<file path="config.mk">
export PLATFORM = sky130hd
export DESIGN_NAME = reg_bus_arbiter
export DESIGN_NICKNAME = d
export VERILOG_FILES = /design/src/rtl/reg_bus_arbiter_pkg.sv /design/src/rtl/rr_priority_pick.sv /design/src/rtl/reg_bus_arbiter.sv
export SDC_FILE = /design/constraint.sdc
export NUM_CORES = 1
export LEC_CHECK = 0
export BUFFER_PORTS_ARGS = -buffer_cell sky130_fd_sc_hd__buf_4
export CAP_MARGIN = 40
export CELL_PAD_IN_SITES_DETAIL_PLACEMENT = 1
export CELL_PAD_IN_SITES_GLOBAL_PLACEMENT = 1
export CORE_ASPECT_RATIO = 0.9
export CORE_MARGIN = 4
export CORE_UTILIZATION = 34
export CTS_CLUSTER_SIZE = 16
export DETAILED_ROUTE_END_ITERATION = 8
export GPL_TIMING_DRIVEN = 0
export PLACE_DENSITY_LB_ADDON = 0.08
export SYNTH_ARGS = -nofsm -noshare
export SYNTH_HDL_FRONTEND = slang
export SYNTH_SLANG_ARGS = --single-unit
</file>
<file path="constraint.sdc">
create_clock -name Clock -period 3 [get_ports Clock]
set_input_delay 0 -clock Clock [delete_from_list [all_inputs] [get_ports Clock]]
set_output_delay 0 -clock Clock [all_outputs]
set_load 0.05 [all_outputs]
</file>
<file path="src/rtl/reg_bus_arbiter_pkg.sv">
// Shared types and constants for the register-bus arbiter.
package reg_bus_arbiter_pkg;

  localparam int unsigned StateWidth = 2;

  typedef enum logic [StateWidth-1:0] {
    StIdle  = 2'd0,
    StGrant = 2'd1,
    StXfer  = 2'd2,
    StTurn  = 2'd3
  } state_e;

  localparam int unsigned DefNrOfReq  = 4;
  localparam int unsigned DefNrOfRegs = 8;
  localparam int unsigned DefAddrBits = 3;
  localparam int unsigned DefMaxAddr  = DefNrOfRegs - 1;

  // Highest register address that decodes to a real register.
  function automatic int unsigned max_addr(int unsigned nr_of_regs);
    return nr_of_regs - 1;
  endfunction

endpackage

</file>
<file path="src/rtl/rr_priority_pick.sv">
// Combinational round-robin picker: first asserted request at or after rr_ptr, wrapping.
module rr_priority_pick
  import reg_bus_arbiter_pkg::*;
#(
  parameter int unsigned NrOfReq = DefNrOfReq,
  parameter int unsigned IdxW    = 2
) (
  input  logic [NrOfReq-1:0] req,
  input  logic [IdxW-1:0]    rr_ptr,
  output logic [IdxW-1:0]    winner,
  output logic               valid
);

  localparam int unsigned SumW = IdxW + 1;

  always_comb begin
    logic [SumW-1:0] sum;
    winner = '0;
    valid  = 1'b0;
    sum    = '0;
    for (int unsigned off = 0; off < NrOfReq; off++) begin
      // rr_ptr and off are both below NrOfReq, so one subtraction wraps correctly.
      sum = {1'b0, rr_ptr} + SumW'(off);
      if (sum >= SumW'(NrOfReq)) begin
        sum = sum - SumW'(NrOfReq);
      end
      if (!valid && req[sum[IdxW-1:0]]) begin
        valid  = 1'b1;
        winner = sum[IdxW-1:0];
      end
    end
  end

endmodule

</file>
<file path="src/rtl/reg_bus_arbiter.sv">
// Round-robin arbiter sharing one tri-state register bus among NrOfReq requesters.
// Define REG_BUS_TURNAROUND_EN to insert an idle TURN cycle after every transfer.
module reg_bus_arbiter
  import reg_bus_arbiter_pkg::*;
#(
  parameter int unsigned NrOfReq  = DefNrOfReq,
  parameter int unsigned NrOfRegs = DefNrOfRegs,
  parameter int unsigned AddrBits = DefAddrBits
) (
  input  logic                         Clock,
  input  logic                         Reset,
  input  logic                         Tick,
  input  logic [NrOfReq-1:0]           req,
  input  logic [NrOfReq-1:0]           we,
  input  logic [NrOfReq*AddrBits-1:0]  addr,
  output logic [NrOfReq-1:0]           gnt,
  output logic [NrOfReq-1:0]           done,
  output logic                         err,
  output logic                         busy,
  output logic [NrOfRegs-1:0]          reg_cs,
  output logic [NrOfRegs-1:0]          reg_ce
);

  localparam int unsigned IdxW    = $clog2(NrOfReq);
  localparam int unsigned MaxAddr = max_addr(NrOfRegs);

  state_e state_q, state_d;

  logic [IdxW-1:0]     win_q;
  logic [IdxW-1:0]     rr_ptr_q;
  logic                we_q;
  logic [AddrBits-1:0] addr_q;

  logic [IdxW-1:0]     pick_idx;
  logic                pick_valid;
  logic [AddrBits-1:0] addr_arr [NrOfReq];
  logic                addr_ok;
  logic [NrOfRegs-1:0] reg_sel;
  logic                start;
  logic                finish;

  always_comb begin
    for (int i = 0; i < NrOfReq; i++) begin
      addr_arr[i] = addr[i*AddrBits +: AddrBits];
    end
  end

  rr_priority_pick #(
    .NrOfReq (NrOfReq),
    .IdxW    (IdxW)
  ) u_pick (
    .req    (req),
    .rr_ptr (rr_ptr_q),
    .winner (pick_idx),
    .valid  (pick_valid)
  );

  assign start  = (state_q == StIdle) && Tick && pick_valid;
  assign finish = (state_q == StXfer) && Tick;

  always_ff @(posedge Clock or posedge Reset) begin
    if (Reset) begin
      state_q  <= StIdle;
      win_q    <= '0;
      we_q     <= 1'b0;
      addr_q   <= '0;
      rr_ptr_q <= '0;
    end else begin
      state_q <= state_d;
      if (start) begin
        win_q  <= pick_idx;
        we_q   <= we[pick_idx];
        addr_q <= addr_arr[pick_idx];
      end
      if (finish) begin
        rr_ptr_q <= (win_q == IdxW'(NrOfReq - 1)) ? '0 : win_q + 1'b1;
      end
    end
  end

  // Out-of-range addresses select nothing, so no cs/ce is ever asserted for them.
  always_comb begin
    addr_ok = (32'(addr_q) <= MaxAddr);
    for (int unsigned r = 0; r < NrOfRegs; r++) begin
      reg_sel[r] = addr_ok && (32'(addr_q) == r);
    end
  end

  always_comb begin
    state_d = state_q;
    gnt     = '0;
    done    = '0;
    err     = 1'b0;
    reg_cs  = '1;
    reg_ce  = '0;
    busy    = (state_q != StIdle);
    unique case (state_q)
      StIdle: begin
        if (start) begin
          state_d = StGrant;
        end
      end
      StGrant: begin
        gnt[win_q] = 1'b1;
        if (!we_q) begin
          reg_cs = ~reg_sel;
        end
        if (Tick) begin
          state_d = StXfer;
        end
      end
      StXfer: begin
        gnt[win_q]  = 1'b1;
        done[win_q] = Tick;
        err         = Tick && !addr_ok;
        if (!we_q) begin
          reg_cs = ~reg_sel;
        end else begin
          reg_ce = reg_sel & {NrOfRegs{Tick}};
        end
        if (Tick) begin
`ifdef REG_BUS_TURNAROUND_EN
          state_d = StTurn;
`else
          state_d = StIdle;
`endif
        end
      end
`ifdef REG_BUS_TURNAROUND_EN
      StTurn: begin
        if (Tick) begin
          state_d = StIdle;
        end
      end
`endif
      default: begin
        state_d = StIdle;
      end
    endcase
  end

  cs_one_low_a : assert property (@(posedge Clock) disable iff (Reset)
    $countones(~reg_cs) <= 1);
  ce_not_with_cs_a : assert property (@(posedge Clock) disable iff (Reset)
    (reg_ce == '0) || (&reg_cs));

endmodule

</file>
==> run_results.csv <==
group,metric,value,unit
worst_setup_path,critPathLaunchType,"flop",
worst_hold_path,holdPathEnd,"addr_q[2]$_DFFE_PP0P_",
floorplan,design.core.area,0.00277,mm2
sta,maxSlewViolCount,0,
sta,finalSetupViolations,0,
worst_setup_path,r2r_start,"rr_ptr_q[1]$_DFFE_PP0P_",
worst_setup_path,r2r-end,"we_q$_DFFE_PP0P_",
worst_setup_path,cp-end-kind,"flop",
sta,skew,0.768,ps
drt,detail_route.iter0.violations,16,
outcome,outcome,"finished, final reports clean",
drt,wl,2940,um
drt,wl_per_cell,14.0,um
yosys,synth.distinct_cells,35,
drt,post-route-drc-count,0,
worst_setup_path,path_cells,"mux2i_1, nor2_2, nor3_2, mux2_2, a211o_1",
power,power.density,886,mW/mm2
sta,rsz0062_at_grt,"false",
layout,area_delta_synth_final,43.8,%
worst_setup_path,slowest_stage,"dfrtp_1",
worst_setup_path,reg2reg_depth,5,
drt,drtAntennaViolNets,0,
global_routing,grt_max_degree,11,
sta,finalSetupTns,0,ps
worst_setup_path,crit_type,"flop to flop",
worst_setup_path,cp_max_fo,5,
layout,antenna_cells,0,
placement,hpwlAfterDp,2450,um
global_routing,grt_use_total,16.3,%
yosys,synth-seq-area-share,25.2,%
clock_tree,cts_buffers,3,
worst_hold_path,min_path_type,"input port to flop",
clock_tree,cts_tree,"yes",
sta,period_share,65.3,%
floorplan,initial_core_util,35.9,%
placement,routabilityCongestion,0.718,
floorplan,rows,18,
yosys,syn_area_per_cell,8.43,um2
yosys,synth_cells,118,
yosys,yosys_warnings,0,
global_routing,grt_pass1_wl,5000,um
worst_setup_path,critPathRequiredTime,3140,ps
worst_hold_path,min_path_cells,3,
global_routing,antenna_found_initial,0,
floorplan,die-area,0.00386,mm2
floorplan,die_y,59.3,um
worst_setup_path,slowest_delay,400,ps
worst_setup_path,r2r_slack,1040,ps
layout,fin_nets,203,
power,leakagePower,0.000715,uW
clock_tree,clk_latency,260,ps
sta,holdWs,91.4,ps
sta,fin_crit,1960,ps
floorplan,ios,49,
placement,port_buffers,47,
clock_tree,root_buffer,"clkbuf_4",
yosys,ys_ff_latch,10,
global_routing,grt_overflow,0,
drt,num_vias,1019,
clock_tree,cts_sinks,10,
global_routing,grt_pass1_vias,1119,
clock_tree,cts_resized,0,
worst_hold_path,hold_start,"addr[2]",
layout,drive_gt1_share,39.1,%
sta,fmax,0.511,GHz
power,peakVddDrop,0.450,mV
flow_run,max-cap-violations,0,
yosys,netlist_area,995,um2
yosys,syn_nets,150,
sta,hold_viol_final,0,
drt,dr.pass1.iters,3,
drt,viasPerCell,4.88,
floorplan,fp.dieW,65.0,um
clock_tree,clockBufferDepth,2,
clock_tree,htreeDepth,1,
clock_tree,clk_pin_slew_worst_paths,60,ps
worst_setup_path,arrival,2100,ps
[synthesized netlist by cell type, drive strengths merged]
cell / count / area share, %
nor2: 12 / 5.0
dfrtp: 10 / 25
ha: 9 / 11
and2: 8 / 5.0
mux2: 8 / 9.1
nand2: 8 / 3.0
inv: 7 / 2.6
nand4: 6 / 3.8
nand3: 5 / 3.0
nor3: 5 / 3.5
o31ai: 5 / 3.8
a211o: 4 / 3.5
a21boi: 4 / 3.0
and3: 4 / 2.5
nand2b: 3 / 1.9
a21o: 2 / 1.5
a21oi: 2 / 1.4
clkbuf: 2 / 0.75
nor2b: 2 / 1.3
or2: 2 / 1.3
a311oi: 1 / 0.88
and3b: 1 / 0.88
buf: 1 / 0.75
conb: 1 / 0.38
mux2i: 1 / 1.0
nand4b: 1 / 0.88
nor3b: 1 / 0.75
o21ai: 1 / 0.50
or2b: 1 / 0.75
or4: 1 / 0.75
[cell usage in the layout, fill, tap and decap left out, types with 2 or more instances in the layout]
cell	instances
buf_4	48
nor2_1	10
dfrtp_1	10
ha_1	9
nand2_1	8
and2_1	8
inv_1	7
mux2_2	7
nand4_1	6
o31ai_1	5
a21boi_0	4
a211o_1	4
and3_1	4
nand3_1	4
nand2b_1	3
nor3_1	3
clkbuf_4	3
nor2b_1	2
nor3_2	2
a21o_1	2
nor2_2	2
or2_2	2
clkbuf_1	2
[worst max path at each step]
| stage | start | endpoint | slack (ps) | depth (start not counted) |
|---|---|---|---|---|
| after global placement | rr_ptr_q[1]$_DFFE_PP0P_ | addr_q[0]$_DFFE_PP0P_ | 1040 | 5 |
| after CTS | rr_ptr_q[1]$_DFFE_PP0P_ | we_q$_DFFE_PP0P_ | 1010 | 5 |
| after global routing | rr_ptr_q[1]$_DFFE_PP0P_ | we_q$_DFFE_PP0P_ | 870 | 5 |
| after detailed placement | rr_ptr_q[1]$_DFFE_PP0P_ | we_q$_DFFE_PP0P_ | 1030 | 5 |
| after floorplan | state_q[0]$_DFFE_PP0P_ | reg_ce[0] | 1030 | 4 |
| final | rr_ptr_q[1]$_DFFE_PP0P_ | we_q$_DFFE_PP0P_ | 1040 | 5 |
[what timing repair did]
action                                 CTS  global route
hold buffers                             1             0
endpoints found under the hold margin   10             0
setup buffers                            0             0
[through the flow]
stage / instances / total power, uW / worst slack [ps] / util, % / cell area (um2)
floorplan: 118 / 924 / 1030 / - / 995
global placement: 205 / 1150 / 1040 / 50.5 / 1400
CTS: 209 / 1280 / 1010 / 51.6 / 1430
global route: 209 / 1370 / 874 / 51.6 / 1430
detailed placement: 205 / 1180 / 1030 / 50.5 / 1400
finish: 209 / 1270 / 1040 / 51.6 / 1430
[registers in the layout, summed over array words and instances (netlist names)]
| signal | flops |
|---|---|
| win_q | 2 |
| addr_q | 3 |
| state_q | 2 |
| rr_ptr_q | 2 |
| we_q | 1 |
[report_power, final]
| part | internal [uW] | total [uW] | switching (uW) | leakage, uW |
|---|---|---|---|---|
| Clock | 46.2 | 88.0 | 41.8 | 0.0000138 |
| Combinational | 336 | 902 | 566 | 0.000577 |
| Sequential | 200 | 277 | 76.8 | 0.000124 |
| Total | 582 | 1270 | 685 | 0.000715 |
[critical path: cells and delay by family, from the launching register on]
kind             cells  cell delay (ps)
multiplexers         2              670
AND/OR/NAND/NOR      2              480
flip-flops           1              400
AO/OA/AOI/OAI        1              290
[cell families after synthesis]
group           synth area share [%]
compound gates                  14.6
simple gates                    34.3
flops                           25.2
buf+inv                         4.15
fa+ha+maj                       11.3
mux                             10.1
other cells                    0.377
[metal layers]
layer / wire, um / up-vias / GRT usage, %
met5: 0 / - / 0
met4: 0 / 0 / 1.78
met3: 142 / 0 / 4.36
met2: 1530 / 21 / 30.0
met1: 1270 / 474 / 19.7
li1: - / 524 / -
[area by class of cell]
type | count | area [um2]
sequential | 10 | 250
multi-input combinational | 98 | 703
fill | 357 | 1340
inverter | 7 | 26.3
clock buffer | 3 | 22.5
timing repair buffer | 48 | 363
tap | 40 | 50.0
buffer | 3 | 15.0
(Power assumes the default switching activity.)
